`src/rtl/seg_digit_loader_if.sv`:
```
// Write-side bus of the digit loader: nibble writes, bank clear, ready handshake and
// the auto-increment pointer returned to the writer.
interface seg_digit_loader_if;
    logic       wr_en;
    logic       wr_auto;
    logic [2:0] wr_addr;
    logic [3:0] wr_data;
    logic       clear;
    logic       wr_ready;
    logic [2:0] wr_ptr;

    modport master (
        output wr_en, wr_auto, wr_addr, wr_data, clear,
        input  wr_ready, wr_ptr
    );

    modport slave (
        input  wr_en, wr_auto, wr_addr, wr_data, clear,
        output wr_ready, wr_ptr
    );
endinterface

```
`src/rtl/seg_digit_loader.sv`:
```
// Shadow/active digit banks for an 8-digit display; the shadow bank is copied into the
// active bank in one edge, optionally held off until the scanner's frame boundary.
module seg_digit_loader #(
    parameter logic [3:0] BLANK          = 4'hF,
    parameter bit         COMMIT_ON_SYNC = 1'b1
) (
    input  logic                clk,
    input  logic                rst,
    seg_digit_loader_if.slave   wr_bus,
    input  logic                commit,
    input  logic                frame_sync,
    output logic                pending,
    output logic                upd_pulse,
    output logic [3:0]          Data0_o,
    output logic [3:0]          Data1_o,
    output logic [3:0]          Data2_o,
    output logic [3:0]          Data3_o,
    output logic [3:0]          Data4_o,
    output logic [3:0]          Data5_o,
    output logic [3:0]          Data6_o,
    output logic [3:0]          Data7_o
);

    logic [3:0] shadow_q [8];
    logic [3:0] shadow_d [8];
    logic [3:0] active_q [8];
    logic [3:0] active_d [8];
    logic [2:0] wr_ptr_q, wr_ptr_d;
    logic       pending_q, pending_d;
    logic       upd_pulse_q, upd_pulse_d;

    logic       xfer;
    logic       wr_fire;
    logic       clear_fire;
    logic [2:0] wr_idx;

    // With sync gating, a commit that coincides with frame_sync transfers at once.
    assign xfer       = COMMIT_ON_SYNC ? (frame_sync & (pending_q | commit)) : commit;
    assign wr_fire    = wr_bus.wr_en & ~pending_q;
    assign clear_fire = wr_bus.clear & ~pending_q;
    assign wr_idx     = wr_bus.wr_auto ? wr_ptr_q : wr_bus.wr_addr;

    always_comb begin
        shadow_d    = shadow_q;
        active_d    = active_q;
        wr_ptr_d    = wr_ptr_q;
        pending_d   = pending_q;
        upd_pulse_d = xfer;

        if (clear_fire) begin
            for (int i = 0; i < 8; i++) begin
                shadow_d[i] = BLANK;
            end
            wr_ptr_d = 3'd0;
        end else if (wr_fire) begin
            shadow_d[wr_idx] = wr_bus.wr_data;
            wr_ptr_d         = wr_idx + 3'd1;
        end

        // Active takes the pre-write shadow; pointer reset wins over the increment.
        if (xfer) begin
            active_d  = shadow_q;
            wr_ptr_d  = 3'd0;
            pending_d = 1'b0;
        end else if (COMMIT_ON_SYNC && commit && !pending_q) begin
            pending_d = 1'b1;
        end
    end

    always_ff @(posedge clk) begin
        if (rst) begin
            shadow_q    <= '{default: BLANK};
            active_q    <= '{default: BLANK};
            wr_ptr_q    <= 3'd0;
            pending_q   <= 1'b0;
            upd_pulse_q <= 1'b0;
        end else begin
            shadow_q    <= shadow_d;
            active_q    <= active_d;
            wr_ptr_q    <= wr_ptr_d;
            pending_q   <= pending_d;
            upd_pulse_q <= upd_pulse_d;
        end
    end

    assign wr_bus.wr_ready = ~pending_q;
    assign wr_bus.wr_ptr   = wr_ptr_q;
    assign pending         = pending_q;
    assign upd_pulse       = upd_pulse_q;

    assign Data0_o = active_q[0];
    assign Data1_o = active_q[1];
    assign Data2_o = active_q[2];
    assign Data3_o = active_q[3];
    assign Data4_o = active_q[4];
    assign Data5_o = active_q[5];
    assign Data6_o = active_q[6];
    assign Data7_o = active_q[7];

endmodule
```
`src/flat_wrapper.sv`:
```
// flat-port wrapper written by rule: the top's interface ports become plain ports
module seg_digit_loader_flat 
#(
    parameter logic [3:0] BLANK          = 4'hF,
    parameter bit         COMMIT_ON_SYNC = 1'b1
)
  (clk, rst, commit, frame_sync, pending, upd_pulse, Data0_o, Data1_o, Data2_o, Data3_o, Data4_o, Data5_o, Data6_o, Data7_o, wr_bus_wr_en, wr_bus_wr_auto, wr_bus_wr_addr, wr_bus_wr_data, wr_bus_clear, wr_bus_wr_ready, wr_bus_wr_ptr);
  seg_digit_loader_if wr_bus_i ();
  input  logic clk;
  input  logic rst;
  input  logic commit;
  input  logic frame_sync;
  output logic pending;
  output logic upd_pulse;
  output logic [3:0] Data0_o;
  output logic [3:0] Data1_o;
  output logic [3:0] Data2_o;
  output logic [3:0] Data3_o;
  output logic [3:0] Data4_o;
  output logic [3:0] Data5_o;
  output logic [3:0] Data6_o;
  output logic [3:0] Data7_o;
  input wire logic [$bits(wr_bus_i.wr_en)-1:0] wr_bus_wr_en;
  input wire logic [$bits(wr_bus_i.wr_auto)-1:0] wr_bus_wr_auto;
  input wire logic [$bits(wr_bus_i.wr_addr)-1:0] wr_bus_wr_addr;
  input wire logic [$bits(wr_bus_i.wr_data)-1:0] wr_bus_wr_data;
  input wire logic [$bits(wr_bus_i.clear)-1:0] wr_bus_clear;
  output wire logic [$bits(wr_bus_i.wr_ready)-1:0] wr_bus_wr_ready;
  output wire logic [$bits(wr_bus_i.wr_ptr)-1:0] wr_bus_wr_ptr;
  assign wr_bus_i.wr_en = wr_bus_wr_en;
  assign wr_bus_i.wr_auto = wr_bus_wr_auto;
  assign wr_bus_i.wr_addr = wr_bus_wr_addr;
  assign wr_bus_i.wr_data = wr_bus_wr_data;
  assign wr_bus_i.clear = wr_bus_clear;
  assign wr_bus_wr_ready = wr_bus_i.wr_ready;
  assign wr_bus_wr_ptr = wr_bus_i.wr_ptr;
  seg_digit_loader #(.BLANK(BLANK), .COMMIT_ON_SYNC(COMMIT_ON_SYNC)) u_core (.clk(clk), .rst(rst), .wr_bus(wr_bus_i), .commit(commit), .frame_sync(frame_sync), .pending(pending), .upd_pulse(upd_pulse), .Data0_o(Data0_o), .Data1_o(Data1_o), .Data2_o(Data2_o), .Data3_o(Data3_o), .Data4_o(Data4_o), .Data5_o(Data5_o), .Data6_o(Data6_o), .Data7_o(Data7_o));
endmodule
```
`config.mk`:
```
export PLATFORM = sky130hd
export DESIGN_NAME = seg_digit_loader_flat
export DESIGN_NICKNAME = d
export VERILOG_FILES = /design/src/rtl/seg_digit_loader_if.sv /design/src/rtl/seg_digit_loader.sv /design/src/flat_wrapper.sv
export SDC_FILE = /design/constraint.sdc
export NUM_CORES = 1
export LEC_CHECK = 0
export CORE_MARGIN = 5
export CORE_UTILIZATION = 45
export DETAILED_ROUTE_END_ITERATION = 16
export GPL_TIMING_DRIVEN = 0
export HOLD_SLACK_MARGIN = 0.12
export PLACE_DENSITY = 0.71
export SLEW_MARGIN = 10
export SYNTH_ARGS = -nofsm -noshare
export SYNTH_HDL_FRONTEND = slang
export SYNTH_SLANG_ARGS = --single-unit
```
`constraint.sdc`:
```
create_clock -name clk -period 2.6 [get_ports clk]
set_input_delay 0.78 -clock clk [delete_from_list [all_inputs] [get_ports clk]]
set_output_delay 0.78 -clock clk [all_outputs]
set_load 0.02 [all_outputs]
```
-- Word-level counts from Yosys, hierarchy flattened
Cells that the tools add are included.
- $add $sub $neg: 1
- $lt $le $gt $ge: 2
- mux-type cells: 4
- bitwise operators: 6
- reduce and logical (&&, ||, !) cells: 6
- operators with widths (operator ; number):
    $bwmux W32 ; 1
    $demux W4 S3 ; 1
    $ge A4 B4 Y1 const B ; 1
    $lt A4 B1 Y1 const B ; 1
    $mux W4 ; 1
    $not A3 Y4 ; 1
    $reduce_or A2 Y1 ; 2
    $add A3 B1 Y3 const B ; 1
    $and A1 B1 Y1 ; 3
    $mux W3 ; 1
    $reduce_or A3 Y1 ; 1
    $logic_and A1 B1 Y1 ; 2
    $logic_not A1 Y1 ; 1
    $not A1 Y1 ; 1
    $or A1 B1 Y1 ; 1
- register bits: 69
- input port bits: 14
- output and inout port bits: 38
- logic and storage cells: 38

-- Depth between registers and ports, before layout
- depth after elaboration: 7
- mapped depth: 6
- mapped depth without buffers: 5

-- Worst setup path after synthesis
OpenSTA, ideal clock, no wires.
- path type: register to output
- start point: register u_core.pending_q, in the netlist u_core.pending
- end point: output port wr_bus_wr_ready
- data arrival time: 1.068 ns
- data required time: 1.820 ns
- slack: 0.752 ns
- cell stages (with the launch flop): 4
- buffers on the path: 2
- cells stage by stage: dfxtp_1 buf_2 inv_2 buf_1
- cells in the longest elaborated chain, start to end: 1
- ends and longest elaborated chain (element ; line ; source):
    from (decl) ; seg_digit_loader.sv:29 ; logic pending_q, pending_d;
    from (signal assigned) ; seg_digit_loader.sv:81 ; pending_q <= pending_d;
    $not A1 Y1 ; seg_digit_loader.sv:86 ; assign wr_bus.wr_ready = ~pending_q;
    to (decl) ; flat_wrapper.sv:28 ; output wire logic [$bits(wr_bus_i.wr_ready)-1:0] wr_bus_wr_ready;
Every way passes these cells.

-- Worst setup path after layout
Same ends and word-level chain as after synthesis.

==> impl_metrics.csv <==
group,metric,value,unit
min_path,hold_end,"u_core.Data7_o[2]",
clocking,clock-sinks,69,
power_and_ir_drop,p_leak,0.00135,uW
power_and_ir_drop,powerDensity,608,nW/um^2
detailed_routing,antenna_left,0,
critical_path,cp_slowest_cell,"dlygate4sd2_1",
detailed_routing,wl_met1,2980,um
synth,syn_area,2670,um^2
sta,tightest_slew,1.02,ns
sta,rsz0062_at_grt,"false",
detailed_routing,drt-initial-drc-count,75,
critical_path,cp_cell_sequence,"buf_2, inv_2, buf_2, dlygate4sd2_1",
power_and_ir_drop,peakVddDrop,0.312,mV
clocking,cts_tree,"done",
outcome,outcome,"completed",
detailed_routing,vias,2094,
detailed_routing,avgViaCountPerCell,5.63,
floorplanning,die_h,87.0,um
sta,finalWorstSetupSlack,0.191,ns
clocking,hold_buffers,0,
final_layout,fillers,490,
min_path,min_path_cells,1,
final_layout,layout-drive-gt1-share,11.8,%
sta,hold_viol,0,
detailed_routing,drtPass1Iterations,4,
sta,finalSetupViolations,0,
final_layout,n_antenna_cell,0,
global_routing,grt_max_degree,14,
sta,period_minus_slack,2.41,ns
critical_path,worst-r2r-cell-count,4,
critical_path,critPathTopFamily,"buffers and inverters",
global_routing,grt_pass1_vias,2146,
critical_path,timing.rr.end,"u_core.shadow_q[3]",
detailed_routing,wl_met2,3030,um
sta,finalCritPeriodShare,92.7,%
critical_path,cp_num_buf_inv,4,
critical_path,endpoint_kind,"output pin",
clocking,cts-buffers-inserted,9,
floorplanning,num_rows,28,
detailed_routing,wl_met3,255,um
critical_path,critPathLaunchType,"flop",
synth,netlist_instances,230,
floorplanning,die-area,7580,um^2
placed_design,dpl.hpwl,4530,um
critical_path,worstPathRequired,1.82,ns
final_layout,nNetsFinal,307,
critical_path,r2r-start,"u_core.pending",
final_layout,syn_to_final_growth,30.6,%
synth,synth_warnings,0,
critical_path,crit_start,"u_core.pending",
critical_path,crit_cells,4,
run,max-cap-violations,0,
min_path,min_from,"u_core.shadow_q[2]",
clocking,cts.htree.levels,3,
critical_path,worstPathArrival,1.63,ns
global_routing,track_usage,18.0,%
clocking,clkTransAtPathRegs,0.08,ns
placed_design,place_congestion,0.832,
global_routing,antenna_found_initial,0,
detailed_routing,drc,0,
clocking,root_buffer,"clkbuf_8",
critical_path,path_common_cell,"buf_2",
synth,synth_seq_cells,69,
critical_path,r2r_slack,0.77,ns
placed_design,pre_cts_ws,-0.298,ns
detailed_routing,wl_per_cell,17.1,um
global_routing,grt_pass1_wl,10500,um
floorplanning,start_util,45.7,%
floorplanning,design.core.area,5850,um^2
floorplanning,die_x,87.0,um
clocking,clockBufferDepth,2,
floorplanning,num_io_pins,52,
sta,slew_headroom,31.3,%
sta,tns,0,ns
synth,syn_area_per_cell,11.6,um^2
sta,finClkSkew,0.00795,ns
synth,ys_seq_area_share,51.7,%
power_and_ir_drop,total_power,2120,uW
global_routing,grt_overflow_total,0,
critical_path,critPathMaxStageDelay,0.37,ns
sta,drv_slew,0,
sta,fmax,415,MHz
min_path,hold_path.class,"flop to flop",
placed_design,port_buffers,51,
critical_path,path_max_fanout,10,
clocking,clock_insertion_delay_worst_skew,0.34,ns
synth,synth.distinct_cells,32,
detailed_routing,totalWireLength,6350,um
synth,synth_nets,245,
detailed_routing,routed.top_layer,"met4",
critical_path,critical_path_class,"flop to output pin",
[power by group]
group	leakage, uW	total [uW]	switching [uW]	internal, uW
clock	0.0000996	868	422	446
combinational	0.000690	181	114	67.0
sequential	0.000559	1070	6.82	1070
[what timing repair did]
item	4_1_cts	5_1_grt
endpoints found under the setup margin	1	0
resized for setup	2	0
buffers inserted	0	0
[worst register-to-register path, cell delays in order (launching register included)]
cell and delay (ns):
dfxtp_1 0.33, buf_2 0.21, inv_2 0.13, a211oi_1 0.84
mux2i_1 0.16
[stage by stage]
stage,hold slack (ns),util (%),area [um^2],instances
2_1_floorplan,0.438,-,2670,230
3_3_place_gp,0.450,56.0,3280,356
3_5_place_dp,0.452,56.1,3280,356
4_1_cts,0.473,59.5,3480,372
5_1_grt,0.488,59.6,3490,372
6_report,0.469,59.6,3490,372
[final cells by class]
class	count	area (um^2)	area share (%)
clock inverter	7	73.8	2.12
buffer	21	95.1	2.73
multi-input combinational	136	1200	34.3
clock buffer	9	124	3.55
timing repair buffer	51	509	14.6
tap	75	93.8	2.69
inverter	4	15.0	0.430
sequential	69	1380	39.6
[kinds of logic after synthesis]
family	count (synthesis)	share of synthesized area, %
buf+inv	25	4.08
flops	69	51.7
simple gates	18	4.78
fa+ha+maj	1	0.468
mux	35	13.6
compound gates	81	25.0
xor+xnor	1	0.328
[how the worst max path moves through the flow]
stage | slack (ns) | to
6_report | 0.19 | wr_bus_wr_ready
5_1_grt | 0.10 | u_core.shadow_q[11]
4_1_cts | 0.06 | u_core.shadow_q[22]
3_5_place_dp | -0.30 | u_core.shadow_q[6]
3_3_place_gp | -0.38 | u_core.shadow_q[1]
2_1_floorplan | 0.75 | wr_bus_wr_ready
[synthesized netlist by cell type, drive strengths merged]
| master | instances | share of area (%) |
|---|---|---|
| dfxtp | 69 | 52 |
| nor3b | 4 | 1.1 |
| nand3 | 1 | 0.37 |
| o22a | 32 | 10 |
| o21ai | 1 | 0.19 |
| nand3b | 2 | 1.0 |
| or2 | 1 | 0.23 |
| ha | 1 | 0.47 |
| nor2 | 4 | 0.56 |
| a2111oi | 1 | 1.0 |
| xor2 | 1 | 0.33 |
| a2111o | 1 | 0.42 |
| buf | 9 | 1.8 |
| nor3 | 1 | 0.19 |
| o21bai | 1 | 0.28 |
| o211ai | 6 | 1.7 |
| and3b | 2 | 0.66 |
| mux2i | 34 | 13 |
| nand2 | 1 | 0.14 |
| a211oi | 36 | 10 |
| inv | 4 | 0.56 |
| mux2 | 1 | 0.42 |
| a22oi | 2 | 0.56 |
| clkbuf | 12 | 1.7 |
| nor2b | 1 | 0.23 |
| o22ai | 1 | 0.23 |
| nand2b | 1 | 0.23 |
[sequential cells by signal, indices dropped and copies added, names as in the netlist, 3 cells and up]
name and count:
u_core.Data6_o 4, u_core.shadow_q 32, u_core.wr_bus.wr_ptr 3, u_core.Data4_o 4
u_core.Data0_o 4, u_core.Data5_o 4, u_core.Data1_o 4, u_core.Data3_o 4
u_core.Data7_o 4, u_core.Data2_o 4
[per-layer routing]
| metal | GRT usage, % | vias up |
|---|---|---|
| met5 | 0 | - |
| met4 | 8.36 | 0 |
| met3 | 4.07 | 9 |
| met2 | 29.9 | 42 |
| met1 | 22.1 | 1025 |
| li1 | - | 1018 |
[cells in the final DEF (no fill, tap or decap), drive strengths merged, types with 2 or more instances in the layout]
master and count:
o22a 32, clkdlybuf4s50 50, a211oi 36, o211ai 6, nor3b 4, nand3b 2
dfxtp 69, nor2 4, clkbuf 21, buf 9, mux2i 34, a22oi 2
inv 5, clkinv 4, and3b 2
No activity file was read; power rests on OpenSTA's default activity.
